## config.mk

```make
export PLATFORM = sky130hd
export DESIGN_NAME = lsu_mem_ctrl
export DESIGN_NICKNAME = d
export VERILOG_FILES = /design/src/rtl/lsu_mem_ctrl.sv
export SDC_FILE = /design/constraint.sdc
export NUM_CORES = 1
export LEC_CHECK = 0
export CAP_MARGIN = 5
export CELL_PAD_IN_SITES_DETAIL_PLACEMENT = 1
export CELL_PAD_IN_SITES_GLOBAL_PLACEMENT = 1
export CORE_MARGIN = 2
export CORE_UTILIZATION = 30
export CTS_BUF_LIST = sky130_fd_sc_hd__clkbuf_2
export DETAILED_ROUTE_END_ITERATION = 6
export GPL_ROUTABILITY_DRIVEN = 0
export PLACE_DENSITY_LB_ADDON = 0.1
export SYNTH_ARGS = -nofsm -noshare
export SYNTH_HDL_FRONTEND = slang
export SYNTH_SLANG_ARGS = --single-unit
```

## constraint.sdc

```tcl
create_clock -name clk -period 1.8 [get_ports clk]
set_input_delay 0.18 -clock clk [delete_from_list [all_inputs] [get_ports clk]]
set_output_delay 0.18 -clock clk [all_outputs]
set_load 0.005 [all_outputs]
```

## src/rtl/lsu_mem_ctrl.sv

```systemverilog
// Load/store unit between the MEM stage and a word-wide data memory.
// Byte/half/word loads return sign- or zero-extended data one cycle after
// accept. Word stores write in the accept cycle. Sub-word stores read the
// word in the accept cycle and write the merged word in a second (RMW)
// cycle. Misaligned or illegal-size requests never touch memory and
// complete with resp_misaligned set.
module lsu_mem_ctrl #(
  parameter int DMEM_AW = 8
) (
  input  logic        clk,
  input  logic        rst_n,
  input  logic        req_valid,
  output logic        req_ready,
  input  logic        req_write,
  input  logic [1:0]  req_size,
  input  logic        req_unsigned,
  input  logic [31:0] req_addr,
  input  logic [31:0] req_wdata,
  output logic        resp_valid,
  output logic [31:0] resp_rdata,
  output logic        resp_misaligned,
  output logic        stall,
  output logic [31:0] dmem_address,
  output logic [31:0] dmem_data_in,
  output logic        dmem_mem_write,
  output logic        dmem_mem_read,
  input  logic [31:0] dmem_data_out
);

  typedef enum logic {
    IDLE = 1'b0,
    RMW  = 1'b1
  } state_t;

  localparam logic [1:0] SZ_BYTE = 2'b00;
  localparam logic [1:0] SZ_HALF = 2'b01;
  localparam logic [1:0] SZ_WORD = 2'b10;

  state_t             state;
  state_t             state_nxt;
  logic               accept;
  logic               misaligned;
  logic               word_store;
  logic               sub_store;
  logic [DMEM_AW-1:0] word_idx;
  logic [DMEM_AW-1:0] idx_q;
  logic [31:0]        merge_q;
  logic [31:0]        merge_nxt;
  logic [31:0]        load_ext;
  logic               unused_addr_bits;

  // Pick the addressed lane out of a memory word and extend it to 32 bits.
  function automatic logic [31:0] extend_load(input logic [31:0] word,
                                              input logic [1:0]  size,
                                              input logic [1:0]  lane,
                                              input logic        uns);
    logic [7:0]  b;
    logic [15:0] h;
    case (lane)
      2'd0:    b = word[7:0];
      2'd1:    b = word[15:8];
      2'd2:    b = word[23:16];
      default: b = word[31:24];
    endcase
    h = lane[1] ? word[31:16] : word[15:0];
    case (size)
      SZ_BYTE: return uns ? {24'b0, b} : {{24{b[7]}}, b};
      SZ_HALF: return uns ? {16'b0, h} : {{16{h[15]}}, h};
      default: return word;
    endcase
  endfunction

  // Replace the target byte or halfword lane of a word with store data.
  function automatic logic [31:0] merge_lane(input logic [31:0] word,
                                             input logic [1:0]  size,
                                             input logic [1:0]  lane,
                                             input logic [31:0] wdata);
    logic [31:0] m;
    m = word;
    if (size == SZ_BYTE) begin
      case (lane)
        2'd0:    m[7:0]   = wdata[7:0];
        2'd1:    m[15:8]  = wdata[7:0];
        2'd2:    m[23:16] = wdata[7:0];
        default: m[31:24] = wdata[7:0];
      endcase
    end else if (lane[1]) begin
      m[31:16] = wdata[15:0];
    end else begin
      m[15:0] = wdata[15:0];
    end
    return m;
  endfunction

  // Address bits above the word index wrap onto the memory and are ignored.
  assign word_idx         = req_addr[DMEM_AW+1:2];
  assign unused_addr_bits = ^req_addr[31:DMEM_AW+2];

  // Alignment rules: halves on even bytes, words on 4-byte boundaries.
  always_comb begin
    case (req_size)
      SZ_BYTE: misaligned = 1'b0;
      SZ_HALF: misaligned = req_addr[0];
      SZ_WORD: misaligned = (req_addr[1:0] != 2'b00);
      default: misaligned = 1'b1;
    endcase
  end

  assign req_ready  = (state == IDLE);
  assign stall      = req_valid & ~req_ready;
  assign accept     = req_ready & req_valid;
  assign word_store = req_write & (req_size == SZ_WORD);
  assign sub_store  = req_write & (req_size != SZ_WORD);
  assign load_ext   = extend_load(dmem_data_out, req_size, req_addr[1:0], req_unsigned);
  assign merge_nxt  = merge_lane(dmem_data_out, req_size, req_addr[1:0], req_wdata);

  // Next state and memory-side controls.
  always_comb begin
    // NOTE: every output of this block gets a default first so that no path
    // leaves one unassigned, which would otherwise infer a latch.
    state_nxt      = state;
    dmem_mem_read  = 1'b0;
    dmem_mem_write = 1'b0;
    dmem_address   = '0;
    dmem_data_in   = '0;
    case (state)
      IDLE: begin
        if (accept && !misaligned) begin
          dmem_address = {{(32-DMEM_AW){1'b0}}, word_idx};
          if (word_store) begin
            dmem_mem_write = 1'b1;
            dmem_data_in   = req_wdata;
          end else begin
            dmem_mem_read = 1'b1;
            if (sub_store) begin
              state_nxt = RMW;
            end
          end
        end
      end
      RMW: begin
        dmem_mem_write = 1'b1;
        dmem_data_in   = merge_q;
        dmem_address   = {{(32-DMEM_AW){1'b0}}, idx_q};
        state_nxt      = IDLE;
      end
      default: state_nxt = IDLE;
    endcase
    // Memory writes are level-sensitive, so reset must silence the enables
    // in the same cycle rather than waiting for the next edge.
    if (!rst_n) begin
      dmem_mem_read  = 1'b0;
      dmem_mem_write = 1'b0;
    end
  end

  // State register, response pulse and RMW merge capture.
  always_ff @(posedge clk) begin
    // NOTE: sequential state uses non-blocking assignments so every register
    // samples pre-edge values regardless of statement order.
    if (!rst_n) begin
      // NOTE: the merge word and index are reset along with the control
      // state; they are plain registers, not a memory array, and a defined
      // value keeps the RMW write path free of X after reset.
      state           <= IDLE;
      resp_valid      <= 1'b0;
      resp_rdata      <= '0;
      resp_misaligned <= 1'b0;
      merge_q         <= '0;
      idx_q           <= '0;
    end else begin
      state           <= state_nxt;
      resp_valid      <= 1'b0;
      resp_rdata      <= '0;
      resp_misaligned <= 1'b0;
      if (state == RMW) begin
        resp_valid <= 1'b1;
      end else if (accept) begin
        if (misaligned) begin
          resp_valid      <= 1'b1;
          resp_misaligned <= 1'b1;
        end else if (!req_write) begin
          resp_valid <= 1'b1;
          resp_rdata <= load_ext;
        end else if (word_store) begin
          resp_valid <= 1'b1;
        end else begin
          merge_q <= merge_nxt;
          idx_q   <= word_idx;
        end
      end
    end
  end

endmodule

```

=== Word level (Yosys, flattened, before mapping) ===
Index checks and enable logic that the tools add are counted.

* Bits in registers: 75
* Input port bits: 103
* Output and inout bits: 102
* Logic and storage cells: 64

* Equality and inequality tests: 5
* Mux-type cells: 35
* Bitwise operators: 9
* Reductions and logical operators: 9

{| class="wikitable"
|+ Operator list
! operator !! count
|-
| 32-bit one-hot mux with 2 select lines || 3
|-
| 32-bit two-way mux || 5
|-
| 16-bit two-way mux || 3
|-
| 8-bit two-way mux || 5
|-
| 8-bit one-hot mux with 3 select lines || 1
|-
| 1-bit two-way mux || 15
|-
| 3-bit OR reduction || 2
|-
| 1-bit inverter || 5
|-
| 5-bit AND reduction || 1
|-
| 5-bit OR reduction || 1
|-
| 1-bit bitwise AND || 4
|-
| 2-bit by 1-bit equality test with 1-bit output (second input constant) || 2
|-
| 2-bit equality test (second input constant) || 2
|-
| 2-bit logical NOT || 2
|-
| 1-bit one-hot mux with 2 select lines || 2
|-
| 1-bit one-hot mux with 3 select lines || 1
|-
| 2-bit != test (second input constant) || 1
|-
| 2-bit nonzero test || 1
|-
| 1-bit logical AND || 1
|-
| 1-bit logical NOT || 1
|}

=== Logic depth before layout (Yosys ltp) ===
Gate-level depths: netlist of run 1.

* Depth in word-level cells: 7
* Depth in mapped cells: 7
* Mapped depth without buffers: 4

=== Worst setup path before layout of run 1 ===
OpenSTA, ideal clock, no wires.

* Path type: reg2reg
* Start: register state
* End: register resp_rdata[16]
* Setup time: 0.057 ns
* Data arrival time: 1.430 ns
* Data required time: 1.743 ns
* Path slack: 0.313 ns
* Cell stages (with the launch flop): 7
* Path buffers: 2
* Clock period less this slack: 1.487 ns
* Path through: dfxtp_1 > buf_2 > and3b_1 > nand4b_2 > nor4b_4 > buf_6 > a21o_1

* Cells in the longest elaborated chain, start to end: 4

{| class="wikitable"
|+ RTL lines
! what !! line !! text
|-
| from (decl) || 39 || <nowiki>state_t state;</nowiki>
|-
| from (signal assigned) || 172 || <nowiki>state <= state_nxt;</nowiki>
|-
| 1-bit inverter (no line) || - ||
|-
| 1-bit bitwise AND || 111 || <nowiki>assign accept = req_ready & req_valid;</nowiki>
|-
| 1-bit inverter (no line) || - ||
|-
| 5-bit OR reduction (no line) * || - ||
|-
| to (signal assigned) || 184 || <nowiki>resp_rdata <= load_ext;</nowiki>
|-
| to (decl) || 20 || <nowiki>output logic [31:0] resp_rdata,</nowiki>
|}

Every way passes the cells marked *; elsewhere a longest branch is shown, timed or not.
A chain may end at the register's enable or synchronous reset.

=== Worst setup path in the final report of run 1 ===
* Start: register state
* End: output dmem_address[5]

* Cells in the longest elaborated chain, start to end: 5

{| class="wikitable"
|+ RTL lines
! what !! line !! text
|-
| 1-bit inverter (no line) || - ||
|-
| 1-bit bitwise AND || 111 ||
|-
| 1-bit logical AND || 128 || <nowiki>if (accept && !misaligned) begin</nowiki>
|-
| 8-bit two-way mux || 128 ||
|-
| 32-bit one-hot mux with 2 select lines * || 126 || <nowiki>case (state)</nowiki>
|-
| to (decl) || 23 || <nowiki>output logic [31:0] dmem_address,</nowiki>
|}

Every way passes the cells marked *; elsewhere a longest branch is shown, timed or not. The select of a mux whose other input is x is not followed.

==> impl_table.tex, run 1 <==
\begin{tabular}{lr}
\hline
Metric & Value \\
\hline
\multicolumn{2}{l}{\textbf{Place}} \\
Cell total after placement & $\sim$760 \\
I/O Buffers & 158 \\
Detailed-placement wirelength estimate & between 10 and 15 mm \\
\multicolumn{2}{l}{\textbf{GRT}} \\
Overflow after GRT & 0 \\
First-pass GRT wire length & 24.20 mm \\
Largest net degree at the start of global routing & 40 \\
Via count of the first global-routing pass & approximately 4200 \\
Total Routing Usage GR & about 22\% \\
Antenna violations before repair & 1 \\
\multicolumn{2}{l}{\textbf{Routing}} \\
Per-cell via count in the routed design & 5.027 \\
Routed WL per cell & about 20 um \\
Final ANT Viol Nets & 0 \\
Number of DRC markers after the initial detailed-route iteration & 183 \\
DR vias & 4027 \\
Total wire length after detailed routing & 15.68 mm \\
Drt first pass iters & 6 \\
Remaining design rule violation count & 0 \\
\multicolumn{2}{l}{\textbf{Pwr}} \\
Cell-internal power & 0.002335 W \\
Overall power & 0.003350 W \\
Relative contribution of combinational cells to total power & 25.2\% \\
Share of power burned in registers & 51.9\% \\
Static leakage & 2.737 nW \\
Power density cells & 538.0 nW/um2 \\
Net switching share of the total power & 30.30\% \\
Power dissipated by switching net loads & 0.001015 W \\
Clock share of power & 22.9\% \\
Worst ir drop on vdd & between 0.2 and 0.25 mV \\
\multicolumn{2}{l}{\textbf{Yosys}} \\
Share of the synthesized area in compound gates (AO/OA/AOI/OAI) & 29.67\% \\
Average cell area after synthesis & 9.821 um2 \\
Commonest cells in the netlist & sky130\_fd\_sc\_hd\_\_dfxtp\_1, sky130\_fd\_sc\_hd\_\_a22o\_1, sky130\_fd\_sc\_hd\_\_buf\_4 \\
Sequential fraction of the synthesis area & 37.20\% \\
Synth Cell Area & 4036 um2 \\
Number of unique standard cell types used by synthesis & 57 \\
Flops \& latches, synth & 75 \\
Arithmetic-cell share of the synthesized area counting full adders, half adders and majority gates & 0\% \\
Area share of xor/xnor cells in the synthesized design & 0\% \\
Share of synthesized cell area in and, or, nand and nor gates & 14.82\% \\
Number of enable-type register cells in the synthesized netlist & 0 \\
Biggest area consumer among synthesized cells & sky130\_fd\_sc\_hd\_\_dfxtp\_1 \\
Number of instances in the synthesized netlist & around 400 \\
Most used standard cell by instance count after synthesis & sky130\_fd\_sc\_hd\_\_dfxtp\_1 \\
Main combinational cell family by area after synthesis & compound AO/OA/AOI/OAI gates \\
Synth warnings & 0 \\
Flip-flop cell with the highest count after synthesis & sky130\_fd\_sc\_hd\_\_dfxtp\_1 \\
Share of synthesized registers carrying an async set or reset & 0\% \\
Main area contributors after synthesis & sky130\_fd\_sc\_hd\_\_dfxtp\_1, sky130\_fd\_sc\_hd\_\_a22o\_1, sky130\_fd\_sc\_hd\_\_buf\_4, sky130\_fd\_sc\_hd\_\_mux2i\_1, sky130\_fd\_sc\_hd\_\_a21o\_1 \\
Multiplexer area fraction after synthesis & 7.502\% \\
Area share of the largest cell type after synthesis & 37.20\% \\
\multicolumn{2}{l}{\textbf{Worst setup path}} \\
Most frequent CP cell & sky130\_fd\_sc\_hd\_\_buf\_6 \\
Worst Path Class, Setup & register to primary output \\
Worst Path Required & 1.62 ns \\
Nature of the critical path startpoint & register \\
Critical Path Max Stage Delay & between 0.3 and 0.4 ns \\
Worst path bufs/invs & 4 \\
Largest driver fanout on the critical path & 4 \\
Top delay family on crit path & buffers and inverters \\
Setup crit end kind & primary output \\
Slowest-stage cell, CP & sky130\_fd\_sc\_hd\_\_dfxtp\_2 \\
Cell breakdown of the critical path & nand2b\_4 -> buf\_6 -> nor2\_4 -> buf\_6 -> buf\_6 -> a22o\_1 -> buf\_2 \\
Data arrival time at the worst-slack endpoint & 1.81 ns \\
FF-to-FF setup slack & 0.10 ns \\
\multicolumn{2}{l}{\textbf{STA}} \\
Number of hold violations in the final report & 0 \\
Slew at the pin closest to its max-slew limit & $\sim$0.50 ns \\
Final setup violating endpoints & 41 \\
Post-route minimum period & 1.987 ns \\
Worst Clk Skew & 0.03130 ns \\
Final-report max-slew violation count & 0 \\
Worst slew margin relative to its limit & 66.51\% \\
Maximum clock rate & 503.3 MHz \\
Setup repair after global routing missed its margin & yes \\
Setup slack after layout & -0.1870 ns \\
Part of the cycle the worst path needs & 110.4\% \\
\multicolumn{2}{l}{\textbf{Final layout}} \\
Layout cell share with drive strength beyond 1 & a little under 30\% \\
Synthesis-to-finish area growth & 54.25\% \\
Number of standard cells in the final layout excluding fillers & 801 \\
Final design utilization & around 47\% \\
Post-layout nets & 723 \\
\multicolumn{2}{l}{\textbf{Floorplan}} \\
Die footprint & 14400 um2 \\
Number of core rows & 42 \\
Overall die width & 120.0 um \\
Top-level port count & 205 \\
Overall die height & 120.0 um \\
Placeable core area & 13190 um2 \\
Effective utilization at floorplan & 30.60\% \\
\multicolumn{2}{l}{\textbf{Clocking}} \\
Clock Pin Slew Worst Setup and Hold Paths & 0.23 ns \\
Count of H-tree levels built during CTS & 3 \\
Clk Tree Root Cell & sky130\_fd\_sc\_hd\_\_clkbuf\_2 \\
TritonCTS sink count & 75 \\
Cts bufs inserted & 9 \\
Number of hold-repair buffers added at the cts stage & 0 \\
Clock latency on the worst-skew pair & 0.55 ns \\
Clock tree from TritonCTS & yes \\
Longest Clk Path Bufs & 2 \\
\multicolumn{2}{l}{\textbf{Outcome}} \\
Violated checks & setup timing \\
Result of the run & finished with violations \\
\multicolumn{2}{l}{\textbf{Run}} \\
Max-cap viol count & 0 \\
\multicolumn{2}{l}{\textbf{Hold path}} \\
Hold Path Class & primary input to register \\
\hline
\end{tabular}
timing repair:
action                                  in CTS  in global routing
setup buffers                               21                  6
resized for setup                          194                 26
cloned                                       4                  0
endpoints found under the setup margin      68                 52
pin swaps                                   23                 13
cells by family (layout without fill, tap and decap cells):
logic type	after synthesis	after routing
buf+inv	61	251
flops	75	75
compound gates	155	155
simple gates	92	92
mux	27	27
other cells	1	25
placed cells by master (no fill, tap or decap), types with 17 or more instances in the layout:
cell	count
sky130_fd_sc_hd__clkdlybuf4s50_1	111
sky130_fd_sc_hd__a21o_1	17
sky130_fd_sc_hd__mux2i_1	19
sky130_fd_sc_hd__buf_2	37
sky130_fd_sc_hd__conb_1	24
sky130_fd_sc_hd__dfxtp_1	74
sky130_fd_sc_hd__a22o_1	48
sky130_fd_sc_hd__buf_4	48
sky130_fd_sc_hd__o21ai_0	23
sky130_fd_sc_hd__nand2_1	25
flip-flops by register name, summed over array words and instances, names as in the netlist:
| signal | flops |
|---|---|
| idx_q | 8 |
| merge_q | 32 |
| resp_misaligned | 1 |
| resp_rdata | 32 |
| resp_valid | 1 |
| state | 1 |
stage by stage:
| step | setup WS [ns] | hold slack, ns | cell area (um2) | setup TNS (ns) |
|---|---|---|---|---|
| floorplan | 0.3125 | 0.2585 | 4123 | 0 |
| global placement | -0.6417 | 0.4601 | 5974 | -47.04 |
| detailed placement | -0.7236 | 0.4668 | 5974 | -52.17 |
| CTS | -0.3118 | 0.1836 | 6331 | -10.59 |
| global route | -0.2795 | 0.2098 | 6226 | -8.382 |
| finish | -0.1870 | 0.2225 | 6226 | -4.586 |
worst paths after layout:
kind         depth (start not counted)              end        start
max                                  7  dmem_address[5]        state
max reg2reg                          6   resp_rdata[10]        state
min                                  4    resp_rdata[4]    req_write
min reg2reg                          1      merge_q[27]  merge_q[27]
tightest hold or removal path: stages:
cell	delay, ns
sky130_fd_sc_hd__dlygate4sd2_1	0.29
sky130_fd_sc_hd__buf_4	0.15
sky130_fd_sc_hd__buf_4	0.10
sky130_fd_sc_hd__nor3_1	0.04
layout make-up:
| cell class | count | area, um2 |
|---|---|---|
| clock inverter | 5 | 21.27 |
| timing repair buffer | 233 | 2153 |
| inverter | 3 | 11.26 |
| tap | 176 | 220.2 |
| sequential | 75 | 1503 |
| fill | 1537 | 6964 |
| clock buffer | 10 | 50.05 |
| antenna | 1 | 2.502 |
| multi-input combinational | 298 | 2265 |
metal layers:
metal | GRT usage, % | wire, um
met1 | 28.03 | 6802
met5 | 0 | 0
met2 | 37.43 | 7733
met3 | 3.042 | 840
met4 | 7.868 | 306
power by group through the flow:
stage | logic [W] | clock network (W) | registers (W)
6_report | 0.000845 | 0.000767 | 0.00174
5_1_grt | 0.000908 | 0.000850 | 0.00175
4_1_cts | 0.000835 | 0.000788 | 0.00174
3_5_place_dp | 0.000795 | 0 | 0.00177
3_3_place_gp | 0.000781 | 0 | 0.00177
2_1_floorplan | 0.000383 | 0 | 0.00176
Power figures use the tool's default switching activity.
==> run 2: changes to the inputs <==
Settings changed: PLACE_DENSITY set to 0.83, PLACE_DENSITY_LB_ADDON 0.1 to not set, TNS_END_PERCENT set to 10.
==> run 2 against run 1 <==
  * Clock-buffer cell count stayed put
  * The flow still finishes with violations (setup timing)
  * Cell count is 0.75% lower
  * Critical path depth stayed put
  * Utilization is 0.88 points lower
==> impl_table.tex, run 2 (synthesis results as in run 1) <==
\begin{tabular}{lr}
\hline
Metric & Value \\
\hline
\multicolumn{2}{l}{\textbf{Floorplan}} \\
Effective utilization at floorplan & 30.60\% (unchanged) \\
Overall die height & 120.0 um (unchanged) \\
Placeable core area & 13190 um2 (unchanged) \\
Die footprint & 14400 um2 (unchanged) \\
Top-level port count & 205 (unchanged) \\
Number of core rows & 42 (unchanged) \\
Overall die width & 120.0 um (unchanged) \\
\multicolumn{2}{l}{\textbf{Worst setup path}} \\
Slowest-stage cell, CP & sky130\_fd\_sc\_hd\_\_dfxtp\_2 (unchanged) \\
Worst Path Required & 1.62 ns (about the same) \\
FF-to-FF setup slack & -0.06 ns (was 0.10 ns) \\
Setup crit end kind & primary output (unchanged) \\
Critical Path Max Stage Delay & 0.38 ns (about the same) \\
Worst reg2reg path endpoint & resp\_rdata[26] (was resp\_rdata[10]) \\
Worst path bufs/invs & 4 (unchanged) \\
Startpoint of the worst register-to-register path & state (unchanged) \\
Path length in cells of the critical path & 7 (unchanged) \\
Number of cell instances on the worst register-to-register path & 6 (unchanged) \\
Worst Path Class, Setup & register to primary output (unchanged) \\
Nature of the critical path startpoint & register (unchanged) \\
Cell breakdown of the critical path & nand2b\_4 -> buf\_6 -> nor2\_4 -> buf\_6 -> buf\_6 -> a22o\_1 -> buf\_2 (unchanged) \\
Top delay family on crit path & buffers and inverters (unchanged) \\
Launching element of the worst setup path & state (unchanged) \\
Largest driver fanout on the critical path & 5 (was 4) \\
Data arrival time at the worst-slack endpoint & 1.85 ns (was 1.81 ns) \\
Most frequent CP cell & sky130\_fd\_sc\_hd\_\_buf\_6 (unchanged) \\
\multicolumn{2}{l}{\textbf{Place}} \\
Instance area at placement & 5921 um2 (was 5974 um2) \\
Cell total after placement & 762 (was 764) \\
Detailed-placement wirelength estimate & 12.07 mm (was 11.60 mm) \\
I/O Buffers & 158 (unchanged) \\
Pre-CTS worst setup slack & -0.7604 ns (was -0.7236 ns) \\
\multicolumn{2}{l}{\textbf{STA}} \\
Number of hold violations in the final report & 0 (unchanged) \\
Setup repair after global routing missed its margin & yes (unchanged) \\
Worst slew margin relative to its limit & 44.72\% (was 66.51\%) \\
Slew at the pin closest to its max-slew limit & 0.8257 ns (was 0.5024 ns) \\
Worst Clk Skew & 0.01539 ns (was 0.03130 ns) \\
Setup total negative slack & -5.742 ns (was -4.586 ns) \\
Setup slack after layout & -0.2291 ns (was -0.1870 ns) \\
Final setup violating endpoints & 57 (was 41) \\
Post-route minimum period & 2.029 ns (was 1.987 ns) \\
Maximum clock rate & 492.8 MHz (was 503.3 MHz) \\
Final-report max-slew violation count & 0 (unchanged) \\
Part of the cycle the worst path needs & 112.7\% (was 110.4\%) \\
\multicolumn{2}{l}{\textbf{Pwr}} \\
Static leakage & 2.691 nW (was 2.737 nW) \\
Power density cells & 548.6 nW/um2 (was 538.0 nW/um2) \\
Worst ir drop on vdd & 0.2144 mV (was 0.2403 mV) \\
\multicolumn{2}{l}{\textbf{Final layout}} \\
Multi-input gate area in the final layout & 2251 um2 (was 2265 um2) \\
Most common cell after layout, fill and taps aside & sky130\_fd\_sc\_hd\_\_clkdlybuf4s50\_1 (unchanged) \\
Post-route design area & 6110 um2 (was 6226 um2) \\
Synthesis-to-finish area growth & 51.36\% (was 54.25\%) \\
Number of standard cells in the final layout excluding fillers & 795 (was 801) \\
Layout cell share with drive strength beyond 1 & 28.48\% (was 28.85\%) \\
Filler instances & 1517 (was 1537) \\
Commonest cells after routing, fill and taps aside & sky130\_fd\_sc\_hd\_\_clkdlybuf4s50\_1, sky130\_fd\_sc\_hd\_\_dfxtp\_1, sky130\_fd\_sc\_hd\_\_buf\_4, sky130\_fd\_sc\_hd\_\_a22o\_1, sky130\_fd\_sc\_hd\_\_buf\_2 (was sky130\_fd\_sc\_hd\_\_clkdlybuf4s50\_1, sky130\_fd\_sc\_hd\_\_dfxtp\_1, sky130\_fd\_sc\_hd\_\_a22o\_1, sky130\_fd\_sc\_hd\_\_buf\_4, sky130\_fd\_sc\_hd\_\_buf\_2) \\
Registers with the most flip-flops & merge\_q (32), resp\_rdata (32), idx\_q (8) (unchanged) \\
Post-layout nets & 717 (was 723) \\
Register Area & 1503 um2 (unchanged) \\
\multicolumn{2}{l}{\textbf{Routing}} \\
Wire length on met2 & 8.053 mm (was 7.733 mm) \\
Number of DRC markers after the initial detailed-route iteration & 178 (was 183) \\
Met3 WL & 1.155 mm (was 840 um) \\
Drt first pass iters & 4 (was 6) \\
Total wire length after detailed routing & 16.04 mm (was 15.68 mm) \\
Final ANT Viol Nets & 0 (unchanged) \\
Top sig layer & met4 (unchanged) \\
DR vias & 4157 (was 4027) \\
Per-cell via count in the routed design & 5.229 (was 5.027) \\
DRT met1 WL & 6.405 mm (was 6.802 mm) \\
Routed WL per cell & 20.17 um (was 19.58 um) \\
Remaining design rule violation count & 0 (unchanged) \\
\multicolumn{2}{l}{\textbf{Clocking}} \\
TritonCTS sink count & 75 (unchanged) \\
Clk Tree Root Cell & sky130\_fd\_sc\_hd\_\_clkbuf\_2 (unchanged) \\
Clock tree from TritonCTS & yes (unchanged) \\
Cts bufs inserted & 9 (unchanged) \\
Clock Pin Slew Worst Setup and Hold Paths & 0.20 ns (was 0.23 ns) \\
Number of hold-repair buffers added at the cts stage & 0 (unchanged) \\
Longest Clk Path Bufs & 2 (unchanged) \\
Clock latency on the worst-skew pair & 0.55 ns (about the same) \\
Count of H-tree levels built during CTS & 3 (unchanged) \\
\multicolumn{2}{l}{\textbf{GRT}} \\
Total Routing Usage GR & 22.18\% (was 21.89\%) \\
Via count of the first global-routing pass & 4423 (was 4248) \\
Antenna violations before repair & 1 (unchanged) \\
Overflow after GRT & 0 (unchanged) \\
First-pass GRT wire length & 24.21 mm (was 24.20 mm) \\
Largest net degree at the start of global routing & 41 (was 40) \\
\multicolumn{2}{l}{\textbf{Outcome}} \\
Violated checks & setup timing (unchanged) \\
Result of the run & finished with violations (unchanged) \\
\multicolumn{2}{l}{\textbf{Hold path}} \\
Hold Path Cell Cnt & 3 (was 4) \\
Hold Path Class & primary input to register (unchanged) \\
Hold Path Origin & req\_size[1] (was req\_write) \\
Hold Path Sink & resp\_misaligned (was resp\_rdata[4]) \\
\multicolumn{2}{l}{\textbf{Run}} \\
Max-cap viol count & 0 (unchanged) \\
\hline
\end{tabular}
-- run 2: changes by cell type in the layout (fill, tap and decap cells not counted), moves of 2 or more --
cell	delta
sky130_fd_sc_hd__buf_12	-6
sky130_fd_sc_hd__clkdlybuf4s15_2	+5
sky130_fd_sc_hd__buf_4	+3
sky130_fd_sc_hd__clkbuf_2	-3
sky130_fd_sc_hd__clkinv_1	-3
sky130_fd_sc_hd__buf_8	-2
sky130_fd_sc_hd__dlygate4sd2_1	-2
sky130_fd_sc_hd__nand2_1	+2
sky130_fd_sc_hd__nand2_2	-2
-- run 2: through the flow --
stage	power (W)	utilization [%]	hold slack, ns
6_report	0.003352	46.32	0.1427
3_5_place_dp	0.002555	44.89	0.4797
4_1_cts	0.003358	46.71	0.1230
3_3_place_gp	0.002525	44.89	0.4631
2_1_floorplan	0.002147	-	0.2585
5_1_grt	0.003508	46.32	0.1170
-- run 2: routing by layer --
| metal | track usage [%] | vias up |
|---|---|---|
| met5 | 0 | - |
| met4 | 9.926 | 0 |
| met3 | 3.470 | 30 |
| met2 | 39.10 | 182 |
| met1 | 26.42 | 2029 |
| li1 | - | 1916 |
-- run 2: worst max-delay path by stage --
stage                 endpoint
2_1_floorplan   resp_rdata[16]
3_3_place_gp   dmem_data_in[0]
3_5_place_dp   dmem_address[3]
4_1_cts        dmem_address[3]
5_1_grt        dmem_address[0]
6_report       dmem_address[3]
-- run 2: power by group --
| group | total (W) | switching, W | leakage, nW | internal [W] |
|---|---|---|---|---|
| Clock | 0.000783 | 0.000608 | 0.0575 | 0.000175 |
| Combinational | 0.000828 | 0.000388 | 2.02 | 0.000440 |
| Sequential | 0.00174 | 0.0000279 | 0.609 | 0.00171 |
| Total | 0.00335 | 0.00102 | 2.69 | 0.00233 |
-- run 2: layout make-up --
class / count / share of cell area (%)
sequential: 75 / 24.60
tap: 176 / 3.604
inverter: 3 / 0.1843
antenna: 1 / 0.04096
timing repair buffer: 227 / 33.40
clock buffer: 10 / 0.8192
multi-input combinational: 298 / 36.84
clock inverter: 5 / 0.5120
-- run 2: worst reg2reg max path, stage by stage (launching register included) --
cell                       delay, ns
sky130_fd_sc_hd__dfxtp_2        0.38
sky130_fd_sc_hd__buf_4          0.13
sky130_fd_sc_hd__and3b_2        0.25
sky130_fd_sc_hd__nand4b_4       0.16
sky130_fd_sc_hd__buf_4          0.19
sky130_fd_sc_hd__nor2_2         0.48
sky130_fd_sc_hd__a21o_1         0.22
-- run 2: what timing repair did --
action,in CTS,in global routing
cloned,3,0
buffers inserted,14,2
pin swaps,30,17
endpoints found under the setup margin,75,83
resized for setup,186,20
endpoints found under the hold margin,0,0
